===== config.mk =====
export PLATFORM = sky130hd
export DESIGN_NAME = hdlc_rx_bitstream_flat
export DESIGN_NICKNAME = d
export VERILOG_FILES = /design/src/rtl/hdlc_rx_bitstream_if.sv /design/src/rtl/hdlc_rx_bitstream.sv /design/src/flat_wrapper.sv
export SDC_FILE = /design/constraint.sdc
export NUM_CORES = 1
export LEC_CHECK = 0
export CAP_MARGIN = 20
export CELL_PAD_IN_SITES_DETAIL_PLACEMENT = 0
export CELL_PAD_IN_SITES_GLOBAL_PLACEMENT = 1
export CORE_MARGIN = 10
export CORE_UTILIZATION = 35
export DETAILED_ROUTE_END_ITERATION = 10
export PLACE_DENSITY_LB_ADDON = 0.05
export SLEW_MARGIN = 20
export SYNTH_ARGS = -nofsm -noshare
export SYNTH_HDL_FRONTEND = slang
export SYNTH_SLANG_ARGS = --single-unit

===== constraint.sdc =====
create_clock -name Clk -period 4.2 [get_ports Clk]
set_input_delay 0.63 -clock Clk [delete_from_list [all_inputs] [get_ports Clk]]
set_output_delay 0.63 -clock Clk [all_outputs]
set_load 0.05 [all_outputs]

===== src/rtl/hdlc_rx_bitstream_if.sv =====
// ---------------------------------------------------------------------------
// hdlc_rx_bitstream_if
//   Bundles the serial receive line, the receiver enable and the Rx_* strobes
//   produced by the HDLC receive bit-level front end.
//
//   master : line/consumer side  (drives Rx, RxEN; observes the strobes)
//   slave  : hdlc_rx_bitstream   (samples Rx, RxEN; drives the strobes)
//
//   Rx                 serial receive line, one bit per clock
//   RxEN               receiver enable
//   Rx_FlagDetect      pulse, flag 01111110 seen
//   Rx_AbortDetect     pulse, 0 followed by seven 1s seen
//   Rx_ValidFrame      level, inside a frame
//   Rx_NewByte         pulse, Rx_Data valid
//   Rx_Data[7:0]       assembled byte, held until the next byte
//   Rx_StartZeroDetect pulse, a stuffed zero was removed
//   Rx_EoF             pulse, end of frame
//   Rx_AbortSignal     pulse, abort inside a frame
//   Rx_FrameError      pulse, coincident with Rx_EoF
// ---------------------------------------------------------------------------
interface hdlc_rx_bitstream_if;
  logic       Rx;
  logic       RxEN;
  logic       Rx_FlagDetect;
  logic       Rx_AbortDetect;
  logic       Rx_ValidFrame;
  logic       Rx_NewByte;
  logic [7:0] Rx_Data;
  logic       Rx_StartZeroDetect;
  logic       Rx_EoF;
  logic       Rx_AbortSignal;
  logic       Rx_FrameError;

  modport master (
    output Rx, RxEN,
    input  Rx_FlagDetect, Rx_AbortDetect, Rx_ValidFrame, Rx_NewByte, Rx_Data,
           Rx_StartZeroDetect, Rx_EoF, Rx_AbortSignal, Rx_FrameError
  );

  modport slave (
    input  Rx, RxEN,
    output Rx_FlagDetect, Rx_AbortDetect, Rx_ValidFrame, Rx_NewByte, Rx_Data,
           Rx_StartZeroDetect, Rx_EoF, Rx_AbortSignal, Rx_FrameError
  );
endinterface


===== src/rtl/hdlc_rx_bitstream.sv =====
// ---------------------------------------------------------------------------
// hdlc_rx_bitstream
//   Receive-side bit-level front end of the HDLC controller. Samples the
//   serial line into an 8-bit window, detects flags and aborts on the window,
//   removes stuffed zeros from the bit leaving the window, assembles bytes
//   LSB first and delimits frames for the downstream Rx buffer/FCS stage.
//
// Ports
//   Clk   : clock, all logic on the rising edge
//   Rst   : synchronous active-high reset
//   bus   : hdlc_rx_bitstream_if.slave (Rx, RxEN in; Rx_* strobes out)
//
// Parameters
//   STUFF_RUN : consecutive 1s after which a following 0 is removed
//   MIN_BYTES : minimum complete bytes in a frame before the closing flag
//
// Optional feature
//   HDLC_RX_INSYNC_EN : when defined, Rx passes through a two-flop
//                       synchronizer (reset value 1) ahead of the window,
//                       adding two cycles to every Rx-relative latency.
// ---------------------------------------------------------------------------
module hdlc_rx_bitstream #(
  parameter int STUFF_RUN = 5,
  parameter int MIN_BYTES = 2
) (
  input  logic               Clk,
  input  logic               Rst,
  hdlc_rx_bitstream_if.slave bus
);

  localparam int                ONES_W   = $clog2(STUFF_RUN + 1);
  localparam logic [ONES_W-1:0] ONES_MAX = ONES_W'(STUFF_RUN);
  localparam logic [7:0]        MIN_CNT  = 8'(MIN_BYTES);
  localparam logic [7:0]        FLAG_PAT = 8'b0111_1110;
  localparam logic [7:0]        ABRT_PAT = 8'b0111_1111;

  typedef enum logic [1:0] {IDLE, OPEN, FRAME} state_t;

  logic w_rxIn;

`ifdef HDLC_RX_INSYNC_EN
  logic [1:0] r_sync;

  always_ff @(posedge Clk) begin
    if (Rst) r_sync <= 2'b11;
    else     r_sync <= {r_sync[0], bus.Rx};
  end

  assign w_rxIn = r_sync[1];
`else
  assign w_rxIn = bus.Rx;
`endif

  state_t            r_state,    w_nxtState;
  logic [7:0]        r_win,      w_nxtWin;
  logic [ONES_W-1:0] r_ones,     w_nxtOnes;
  logic [2:0]        r_bitCnt,   w_nxtBitCnt;
  logic [7:0]        r_byteCnt,  w_nxtByteCnt;
  logic [6:0]        r_shift,    w_nxtShift;
  logic [2:0]        r_skip,     w_nxtSkip;
  logic              r_valid,    w_nxtValid;
  logic [7:0]        r_data,     w_nxtData;
  logic              r_newByte,  w_nxtNewByte;
  logic              r_zeroDet,  w_nxtZeroDet;
  logic              r_eofPend,  w_nxtEofPend;
  logic              r_errPend,  w_nxtErrPend;
  logic              r_abtPend,  w_nxtAbtPend;
  logic              r_flagDet;
  logic              r_abortDet;
  logic              r_eof;
  logic              r_frameErr;
  logic              r_abortSig;

  logic w_flagM;
  logic w_abortM;
  logic w_outBit;

  // Newest bit sits in r_win[0]; the oldest (r_win[7]) is the data-path bit.
  assign w_flagM  = (r_win == FLAG_PAT);
  assign w_abortM = (r_win == ABRT_PAT);
  assign w_outBit = r_win[7];

  // Next-state and datapath decisions in priority order:
  // disable/abort, then flag, then ordinary data.
  always_comb begin
    w_nxtState   = r_state;
    w_nxtWin     = {r_win[6:0], w_rxIn};
    w_nxtOnes    = r_ones;
    w_nxtBitCnt  = r_bitCnt;
    w_nxtByteCnt = r_byteCnt;
    w_nxtShift   = r_shift;
    w_nxtSkip    = (r_skip != 3'd0) ? r_skip - 3'd1 : 3'd0;
    w_nxtValid   = r_valid;
    w_nxtData    = r_data;
    w_nxtNewByte = 1'b0;
    w_nxtZeroDet = 1'b0;
    w_nxtEofPend = 1'b0;
    w_nxtErrPend = 1'b0;
    w_nxtAbtPend = 1'b0;

    if (!bus.RxEN || w_abortM) begin
      // Disabling the receiver inside a frame ends it like an abort.
      if (!bus.RxEN) w_nxtWin = 8'hFF;
      w_nxtState   = IDLE;
      w_nxtOnes    = '0;
      w_nxtBitCnt  = 3'd0;
      w_nxtByteCnt = 8'd0;
      w_nxtSkip    = 3'd0;
      w_nxtValid   = 1'b0;
      if (r_state == FRAME) begin
        w_nxtEofPend = 1'b1;
        w_nxtAbtPend = 1'b1;
      end
    end else if (w_flagM) begin
      if (r_state == FRAME) begin
        w_nxtValid   = 1'b0;
        w_nxtEofPend = 1'b1;
        w_nxtErrPend = (r_bitCnt != 3'd0) || (r_byteCnt < MIN_CNT);
      end
      w_nxtState   = OPEN;
      w_nxtOnes    = '0;
      w_nxtBitCnt  = 3'd0;
      w_nxtByteCnt = 8'd0;
      // The remaining seven flag bits still have to leave the window and
      // must not be mistaken for frame data.
      w_nxtSkip    = 3'd7;
    end else if ((r_state != IDLE) && (r_skip == 3'd0)) begin
      if (!w_outBit && (r_ones == ONES_MAX)) begin
        w_nxtZeroDet = 1'b1;
        w_nxtOnes    = '0;
      end else begin
        if (w_outBit) w_nxtOnes = (r_ones == ONES_MAX) ? r_ones : r_ones + ONES_W'(1);
        else          w_nxtOnes = '0;
        w_nxtShift  = {w_outBit, r_shift[6:1]};
        w_nxtBitCnt = r_bitCnt + 3'd1;
        if (r_bitCnt == 3'd7) begin
          w_nxtNewByte = 1'b1;
          w_nxtData    = {w_outBit, r_shift};
          w_nxtByteCnt = (r_byteCnt != 8'hFF) ? r_byteCnt + 8'd1 : r_byteCnt;
          if (r_state == OPEN) begin
            w_nxtState = FRAME;
            w_nxtValid = 1'b1;
          end
        end
      end
    end
  end

  // Frame-end strobes are staged one cycle so they follow the falling
  // edge of Rx_ValidFrame.
  always_ff @(posedge Clk) begin
    if (Rst) begin
      r_state    <= IDLE;
      r_win      <= 8'hFF;
      r_ones     <= '0;
      r_bitCnt   <= 3'd0;
      r_byteCnt  <= 8'd0;
      r_shift    <= 7'd0;
      r_skip     <= 3'd0;
      r_valid    <= 1'b0;
      r_data     <= 8'h00;
      r_newByte  <= 1'b0;
      r_zeroDet  <= 1'b0;
      r_eofPend  <= 1'b0;
      r_errPend  <= 1'b0;
      r_abtPend  <= 1'b0;
      r_flagDet  <= 1'b0;
      r_abortDet <= 1'b0;
      r_eof      <= 1'b0;
      r_frameErr <= 1'b0;
      r_abortSig <= 1'b0;
    end else begin
      r_state    <= w_nxtState;
      r_win      <= w_nxtWin;
      r_ones     <= w_nxtOnes;
      r_bitCnt   <= w_nxtBitCnt;
      r_byteCnt  <= w_nxtByteCnt;
      r_shift    <= w_nxtShift;
      r_skip     <= w_nxtSkip;
      r_valid    <= w_nxtValid;
      r_data     <= w_nxtData;
      r_newByte  <= w_nxtNewByte;
      r_zeroDet  <= w_nxtZeroDet;
      r_eofPend  <= w_nxtEofPend;
      r_errPend  <= w_nxtErrPend;
      r_abtPend  <= w_nxtAbtPend;
      r_flagDet  <= bus.RxEN & w_flagM;
      r_abortDet <= bus.RxEN & w_abortM;
      r_eof      <= r_eofPend;
      r_frameErr <= r_errPend;
      r_abortSig <= r_abtPend;
    end
  end

  assign bus.Rx_FlagDetect      = r_flagDet;
  assign bus.Rx_AbortDetect     = r_abortDet;
  assign bus.Rx_ValidFrame      = r_valid;
  assign bus.Rx_NewByte         = r_newByte;
  assign bus.Rx_Data            = r_data;
  assign bus.Rx_StartZeroDetect = r_zeroDet;
  assign bus.Rx_EoF             = r_eof;
  assign bus.Rx_AbortSignal     = r_abortSig;
  assign bus.Rx_FrameError      = r_frameErr;

endmodule


===== src/flat_wrapper.sv =====
// flat-port wrapper written by rule: the top's interface ports become plain ports
module hdlc_rx_bitstream_flat 
#(
  parameter int STUFF_RUN = 5,
  parameter int MIN_BYTES = 2
)
  (Clk, Rst, bus_Rx, bus_RxEN, bus_Rx_FlagDetect, bus_Rx_AbortDetect, bus_Rx_ValidFrame, bus_Rx_NewByte, bus_Rx_Data, bus_Rx_StartZeroDetect, bus_Rx_EoF, bus_Rx_AbortSignal, bus_Rx_FrameError);
  hdlc_rx_bitstream_if bus_i ();
  input  logic Clk;
  input  logic Rst;
  input wire logic [$bits(bus_i.Rx)-1:0] bus_Rx;
  input wire logic [$bits(bus_i.RxEN)-1:0] bus_RxEN;
  output wire logic [$bits(bus_i.Rx_FlagDetect)-1:0] bus_Rx_FlagDetect;
  output wire logic [$bits(bus_i.Rx_AbortDetect)-1:0] bus_Rx_AbortDetect;
  output wire logic [$bits(bus_i.Rx_ValidFrame)-1:0] bus_Rx_ValidFrame;
  output wire logic [$bits(bus_i.Rx_NewByte)-1:0] bus_Rx_NewByte;
  output wire logic [$bits(bus_i.Rx_Data)-1:0] bus_Rx_Data;
  output wire logic [$bits(bus_i.Rx_StartZeroDetect)-1:0] bus_Rx_StartZeroDetect;
  output wire logic [$bits(bus_i.Rx_EoF)-1:0] bus_Rx_EoF;
  output wire logic [$bits(bus_i.Rx_AbortSignal)-1:0] bus_Rx_AbortSignal;
  output wire logic [$bits(bus_i.Rx_FrameError)-1:0] bus_Rx_FrameError;
  assign bus_i.Rx = bus_Rx;
  assign bus_i.RxEN = bus_RxEN;
  assign bus_Rx_FlagDetect = bus_i.Rx_FlagDetect;
  assign bus_Rx_AbortDetect = bus_i.Rx_AbortDetect;
  assign bus_Rx_ValidFrame = bus_i.Rx_ValidFrame;
  assign bus_Rx_NewByte = bus_i.Rx_NewByte;
  assign bus_Rx_Data = bus_i.Rx_Data;
  assign bus_Rx_StartZeroDetect = bus_i.Rx_StartZeroDetect;
  assign bus_Rx_EoF = bus_i.Rx_EoF;
  assign bus_Rx_AbortSignal = bus_i.Rx_AbortSignal;
  assign bus_Rx_FrameError = bus_i.Rx_FrameError;
  hdlc_rx_bitstream #(.STUFF_RUN(STUFF_RUN), .MIN_BYTES(MIN_BYTES)) u_core (.Clk(Clk), .Rst(Rst), .bus(bus_i));
endmodule

## After elaboration in Yosys (flattened, before gate mapping)

Index checks and enable logic that the tools add are counted.
W data, S select, Z words.

| cells by class | value |
|---|---|
| $lt $le $gt $ge | 1 |
| bitwise gates (word level) | 7 |
| mux-type cells | 23 |
| equal/unequal tests | 10 |
| add/sub/neg operators | 4 |
| reduce and logical (&&, ||, !) cells | 27 |

Operator list:

| operator | number |
|---|---|
| $eq A8 B7 Y1 const B | 2 |
| $mux W1 | 16 |
| $mux W8 | 2 |
| $reduce_and A4 Y1 | 4 |
| $mux W3 | 5 |
| $reduce_and A5 Y1 | 2 |
| $add A8 B1 Y8 const B | 1 |
| $lt A8 B2 Y1 const B | 1 |
| $ne A8 B8 Y1 const B | 1 |
| $reduce_bool A2 Y1 | 4 |
| $reduce_or A4 Y1 | 2 |
| $add A3 B1 Y3 const B | 2 |
| $eq A3 B3 Y1 const B | 2 |
| $reduce_bool A3 Y1 | 2 |
| $not A1 Y1 | 5 |
| $reduce_or A5 Y1 | 1 |
| $reduce_and A2 Y1 | 2 |
| $reduce_or A2 Y1 | 2 |
| $logic_not A3 Y1 | 1 |
| $ne A3 B3 Y1 const B | 1 |
| $reduce_or A3 Y1 | 1 |
| $sub A3 B1 Y3 const B | 1 |
| $and A1 B1 Y1 | 2 |
| $eq A2 B1 Y1 const B | 1 |
| other kinds (6) | 9 |

| storage, ports and cells | value |
|---|---|
| word-level logic and storage cells | 92 |
| input port bits | 4 |
| flip-flop bits (word level) | 53 |
| output and inout port bits | 16 |

## Depth between registers and ports, before layout

Gate-level depths: netlist (run 1).

| depth | value |
|---|---|
| depth after elaboration | 6 |
| gate-level depth with buffers | 8 |
| depth with buffers taken out | 6 |

## Least setup slack after synthesis (run 1)

OpenSTA, ideal clock, no wires.

| path | value |
|---|---|
| path kind | reg2reg |
| start | reg u_core.r_skip[1] |
| end | reg u_core.r_byteCnt[0] |
| period minus slack after synthesis | 1.672 ns |
| slack | 2.528 ns |
| stages on the path, launching flop included | 9 |
| library setup time | 0.070 ns |
| path buffers | 2 |
| arrival time | 1.601 ns |
| data required time | 4.130 ns |
| cells stage by stage | dfxtp_1 -> nor2_1 -> ha_1 -> o21a_1 -> buf_6 -> nand3_2 -> buf_2 -> or3_1 -> a21oi_1 |

| between the ends | value |
|---|---|
| longest elaborated chain between the ends | 3 |

RTL lines:

| item | RTL line | source |
|---|---|---|
| from (decl) | hdlc_rx_bitstream.sv:60 | `logic [2:0] r_skip, w_nxtSkip;` |
| from (signal assigned) | hdlc_rx_bitstream.sv:179 | `r_skip <= w_nxtSkip;` |
| $logic_not A3 Y1 | hdlc_rx_bitstream.sv:127 | `end else if ((r_state != IDLE) && (r_skip == 3'd0)) begin` |
| $logic_and A1 B1 Y1 | hdlc_rx_bitstream.sv:127 |  |
| $reduce_and A4 Y1 (no line) | n/a |  |
| to (signal assigned) | hdlc_rx_bitstream.sv:177 | `r_byteCnt <= w_nxtByteCnt;` |
| to (decl) | hdlc_rx_bitstream.sv:58 | `logic [7:0] r_byteCnt, w_nxtByteCnt;` |

No other way between the ends.
A chain may end at the register's enable or synchronous reset.

## Worst setup path in the final report (run 1)

| path | value |
|---|---|
| start | in Rst |
| end | reg u_core.r_byteCnt[6] |

| between the ends | value |
|---|---|
| longest elaborated chain between the ends | 1 |

RTL lines:

| item | RTL line | source |
|---|---|---|
| from (decl) | flat_wrapper.sv:10 | `input logic Rst;` |
| $reduce_or A3 Y1 (no line) | n/a |  |

No other way between the ends.

==> impl_metrics.json, run 1 <==
{
  "n_antenna_cell": 0,
  "coreArea_mm2": 0.005956,
  "relSlewSlack_pct": 53.91,
  "hold_viol": 0,
  "final.min_clock_period_ns": 2.645,
  "post-route-period-util_pct": 62.98,
  "worstMarginPinSlew_ns": 0.6900,
  "hp-class": "reg -> reg",
  "status": "finished, final reports clean",
  "ys_warn_count": 0,
  "rsz0062_at_grt": "false",
  "cts_buffers": 5,
  "wl_per_cell_um": 14.57,
  "numClockSinks": 53,
  "grt_first_pass_wirelength_mm": 7.948,
  "worst_setup_path_start_kind": "primary input",
  "clock_latency_ns": 0.30,
  "first_iter_violations": 46,
  "ys_types": 39,
  "wirelength_mm": 4.618,
  "holdPathStages": 1,
  "syn_nets": 234,
  "via_per_inst": 5.161,
  "fp.dieH_um": 98.37,
  "endpoint_kind": "register",
  "critPathKind": "in -> reg",
  "placementRows": 28,
  "clock.fmax_mhz": 378.1,
  "die_x_um": 98.37,
  "yosysTopAreaCell": "dfxtp_1",
  "hold_buffers": 0,
  "min_from": "u_core.r_win[4]",
  "final_cell_mix": "dfxtp_1 (53), nand2b_1 (24), clkdlybuf4s50_1 (19)",
  "num_io_pins": 20,
  "grt_pass1_vias": 1623,
  "ff2ff_path_depth": 6,
  "antenna_found_initial": 0,
  "hold-path-endpoint": "u_core.r_win[5]",
  "start_util_pct": 36.09,
  "synthCells": 222,
  "area_growth_pct": 15.42,
  "h-tree-depth": 2,
  "hpwl_mm": 3.477,
  "cap_violations": 0,
  "synth-seq-cells": 53,
  "seq_area_frac_synth_pct": 49.36,
  "fin_util_pct": 41.66,
  "drtPass1Iterations": 4,
  "syn_avg_cell_area_um2": 9.683,
  "rrSetupSlack_ns": 1.91,
  "setup_tns_ns": 0,
  "drive_gt1_share_pct": 4.132,
  "postCtsSetupBuffers": 0,
  "gp_congestion": 0.8932,
  "grt_use_total_pct": 9.689,
  "worstReg2RegEnd": "u_core.r_byteCnt[4]",
  "synth.area.top_cells": "dfxtp_1 (49%), mux2i_1 (7.0%), nand2b_1 (7.0%), ha_1 (4.7%), a21oi_1 (3.0%)",
  "peakVddDrop_mv": 0.1153,
  "finClkSkew_ns": 0.002810,
  "clkTransAtPathRegs_ns": 0.09,
  "layout_commonest_cell": "dfxtp_1",
  "p_per_area_mw_per_mm2": 320.4,
  "crit_required_ns": 4.41,
  "critPathArrivalTime_ns": 2.85,
  "grt_overflow_total": 0,
  "die_area_mm2": 0.009677,
  "nNetsFinal": 253,
  "post_cts_resize_count": 0,
  "root_buffer": "clkbuf_8",
  "power.leakage_uw": 0.0009231,
  "placed_cell_area_mm2": 0.002397,
  "grt_max_degree": 23,
  "cts_tree": "done",
  "syn_area_mm2": 0.002150,
  "drc": 0,
  "critPathMaxFanout": 22,
  "drv_slew": 0,
  "synth_top_area_share_pct": 49.36,
  "drtAntennaViolNets": 0,
  "routed-via-count": 1636,
  "portBuffers": 19,
  "max-clock-path-buffers": 2,
  "fin_area_mm2": 0.002481,
  "regToRegStartpoint": "u_core.r_skip[1]",
  "fill_cells": 593,
  "final-setup-viol-count": 0
}
==> registers in the layout (all words and copies together), names as in the netlist, 2 cells and up <==
name,cells
u_core.bus.Rx_Data,8
u_core.r_byteCnt,8
u_core.r_win,8
u_core.r_shift,7
u_core.r_bitCnt,3
u_core.r_ones,3
u_core.r_skip,3
u_core.r_state,2
==> report_power, final <==
group	leakage [uW]	internal, uW	switching, uW	total [uW]
clock network	0.0000385	118	157	276
registers	0.000427	503	0.409	503
logic	0.000457	6.34	9.88	16.2
==> routing by layer <==
layer / global-route usage (%) / vias up / part of all wire (%)
li1: - / 829 / -
met1: 11.34 / 771 / 45
met2: 16.19 / 29 / 49
met3: 3.242 / 7 / 5.3
met4: 3.197 / 0 / 1.1
met5: 0 / - / 0
==> metrics by stage <==
| stage | total power [uW] | setup WS, ns | hold slack, ns | instances |
|---|---|---|---|---|
| after floorplan | 524.9 | 2.528 | 0.4024 | 222 |
| after global placement | 530.7 | 1.364 | 0.4128 | 309 |
| after detailed placement | 531.1 | 1.231 | 0.4229 | 309 |
| after CTS | 807.0 | 1.562 | 0.4449 | 317 |
| after global routing | 827.6 | 1.311 | 0.4592 | 317 |
| final | 794.9 | 1.555 | 0.4405 | 317 |
==> worst max path at each step <==
stage | start | endpoint | slack (ns) | depth (start not counted)
final | Rst | u_core.r_byteCnt[6] | 1.56 | 4
after global routing | Rst | u_core.r_byteCnt[7] | 1.31 | 4
after CTS | Rst | u_core.r_byteCnt[6] | 1.56 | 4
after detailed placement | Rst | u_core.r_byteCnt[6] | 1.23 | 4
after global placement | Rst | u_core.r_byteCnt[3] | 1.36 | 4
after floorplan | u_core.r_skip[1] | u_core.r_byteCnt[0] | 2.53 | 8
==> synth_stat cells <==
master and instances:
and3b_1 2, nand2_1 17, nand4_1 3, o211ai_1 2
and3_1 1, nor2b_1 5, nor2_2 1, inv_1 9
dfxtp_1 53, clkbuf_1 4, buf_2 2, xnor2_1 1
o31ai_1 3, nand3_1 9, o21ai_0 6, or3_1 2
a211oi_1 4, nand4b_1 2, and4_1 1, mux2i_1 15
and2_1 1, nand2b_1 24, ha_1 8, o311a_1 1
nand4_2 1, nor3_1 4, nor4_1 5, a31oi_1 3
a21o_1 1, or4_1 2, o211a_1 1, nand3_2 1
nor2_1 9, a41oi_1 1, a21oi_1 13, o311ai_0 1
o21a_1 2, nand3b_2 1, buf_6 1
==> logic make-up after synthesis <==
family          after synthesis  synth area share (%)
compound gates               38                 11.23
simple gates                 91                 24.10
flops                        53                 49.36
xor+xnor                      1                0.4075
mux                          15                 6.985
fa+ha+maj                     8                 4.657
buf+inv                      16                 3.259
==> worst max-delay path, stage by stage <==
cell and delay, ns:
clkdlybuf4s50_1 0.70, nor2b_1 0.68, nand2_1 0.51, a211oi_1 0.32
==> cell type report <==
class | count | area [um2] | share of cell area (%)
clock buffers | 7 | 76.32 | 3.076
clock inverters | 1 | 7.507 | 0.3026
inverters | 9 | 33.78 | 1.362
multi-input cells | 153 | 1018 | 41.05
flip-flops and latches | 53 | 1061 | 42.76
well taps | 75 | 93.84 | 3.782
repair buffers | 19 | 190.2 | 7.665
Note: power is estimated with default switching activity, not from simulation.
==> run 2, diff against run 1 <==
==> constraint.sdc (replaced) <==
create_clock -name Clk -period 2.29 [get_ports Clk]
set_input_delay 0.3435 -clock Clk [delete_from_list [all_inputs] [get_ports Clk]]
set_output_delay 0.3435 -clock Clk [all_outputs]
set_load 0.05 [all_outputs]
==> impl_metrics.json, run 2 (synthesized netlist as in run 1, its figures left out) <==
{
  "die_x_um": 98.37,
  "area_growth_pct": 18.10,
  "via_per_inst": 5.084,
  "status": "finished, final reports clean",
  "hpwl_mm": 3.534,
  "p_sw_uw": 301.2,
  "p_int_uw": 1253,
  "cts_buffers": 5,
  "drtPass1Iterations": 4,
  "rsz0062_at_grt": "false",
  "drtAntennaViolNets": 0,
  "num_io_pins": 20,
  "grt_use_total_pct": 9.526,
  "layout_commonest_cell": "dfxtp_1",
  "clock_latency_ns": 0.29,
  "start_util_pct": 36.09,
  "post_cts_resize_count": 0,
  "clkTransAtPathRegs_ns": 0.09,
  "critPathArrivalTime_ns": 2.07,
  "hp-class": "reg -> reg",
  "placementRows": 28,
  "routed-via-count": 1632,
  "p_per_area_mw_per_mm2": 612.3,
  "grt_max_degree": 21,
  "hold_buffers": 0,
  "antenna_found_initial": 0,
  "finalWorstSetupSlack_ns": 0.4405,
  "p_seq_share_pct": 59.3,
  "clockPowerShare_pct": 38.5,
  "combPwrFrac_pct": 2.1,
  "drc": 0,
  "switching_share_pct": 19.37,
  "die_area_mm2": 0.009677,
  "grt_first_pass_wirelength_mm": 7.797,
  "fin_area_mm2": 0.002539,
  "setup_tns_ns": 0,
  "postCtsSetupBuffers": 0,
  "critPathMaxFanout": 6,
  "cts_tree": "done",
  "endpoint_kind": "register",
  "root_buffer": "clkbuf_8",
  "final_cell_mix": "dfxtp_1 (53), nand2b_1 (24), clkdlybuf4s50_1 (19)",
  "seq_area_mm2": 0.001061,
  "portBuffers": 19,
  "multi_input_area_mm2": 0.001018,
  "crit_required_ns": 2.51,
  "wl_per_cell_um": 14.51,
  "critPathKind": "reg -> reg",
  "cap_violations": 0,
  "grt_pass1_vias": 1683,
  "first_iter_violations": 60,
  "fill_cells": 593,
  "placed_cell_area_mm2": 0.002435,
  "drive_gt1_share_pct": 6.504,
  "post-route-period-util_pct": 80.77,
  "grt_overflow_total": 0,
  "hold_viol": 0,
  "clock.fmax_mhz": 540.7,
  "final-setup-viol-count": 0,
  "nNetsFinal": 258,
  "max-clock-path-buffers": 2,
  "worstMarginPinSlew_ns": 0.6693,
  "h-tree-depth": 2,
  "finClkSkew_ns": 0.004947,
  "drv_slew": 0,
  "final.min_clock_period_ns": 1.850,
  "gp_congestion": 0.7976,
  "numClockSinks": 53,
  "relSlewSlack_pct": 54.91,
  "worst_setup_path_start_kind": "register",
  "power.leakage_uw": 0.0009637,
  "coreArea_mm2": 0.005956,
  "fp.dieH_um": 98.37,
  "n_antenna_cell": 0,
  "place_ws_ns": 0.3086,
  "wirelength_mm": 4.658,
  "peakVddDrop_mv": 0.3132
}
[run 2: cell type report]
type | instances | share of cell area (%)
inverters | 9 | 1.331
clock buffers | 5 | 2.711
clock inverters | 2 | 1.380
repair buffers | 24 | 8.970
well taps | 75 | 3.696
multi-input cells | 153 | 40.12
flip-flops and latches | 53 | 41.79
[run 2: critical path: stages (launching register included)]
cell and delay [ns]:
dfxtp_1 0.33, nor2_1 0.17, ha_1 0.28, o211ai_1 0.19, nor2_2 0.15, and3_1 0.42, mux2i_1 0.24
[run 2: worst paths after layout]
path / start / endpoint / slack (ns) / cells after the start
setup / recovery: u_core.r_skip[0] / u_core.bus.Rx_Data[2] / 0.44 / 6
hold / removal: u_core.r_win[4] / u_core.r_win[5] / 0.44 / 1
setup reg to reg: u_core.r_skip[0] / u_core.bus.Rx_Data[2] / 0.44 / 6
hold reg to reg: u_core.r_win[4] / u_core.r_win[5] / 0.44 / 1
[run 2: metal layers]
metal	part of all wire [%]	global-route usage, %	vias to the layer above
met5	0	0	-
met4	1.2	4.079	0
met3	5.3	2.819	6
met2	46	15.83	34
met1	47	11.07	761
li1	-	-	831
[run 2: stage by stage]
| step | power (uW) | hold WS [ns] | utilization, % | cells |
|---|---|---|---|---|
| floorplan | 962.8 | 0.4024 | - | 222 |
| global placement | 976.1 | 0.4087 | 40.88 | 314 |
| detailed placement | 976.9 | 0.4229 | 40.88 | 314 |
| CTS | 1577 | 0.4448 | 42.63 | 321 |
| global route | 1610 | 0.4629 | 42.63 | 321 |
| finish | 1555 | 0.4443 | 42.63 | 321 |
[run 2: power groups by stage]
| stage | Clock, uW | Sequential [uW] | Combinational (uW) |
|---|---|---|---|
| global placement | 0 | 944 | 31.9 |
| finish | 599 | 922 | 33.1 |
| global route | 651 | 923 | 36.1 |
| CTS | 622 | 923 | 32.8 |
| floorplan | 0 | 944 | 18.8 |
| detailed placement | 0 | 944 | 32.6 |
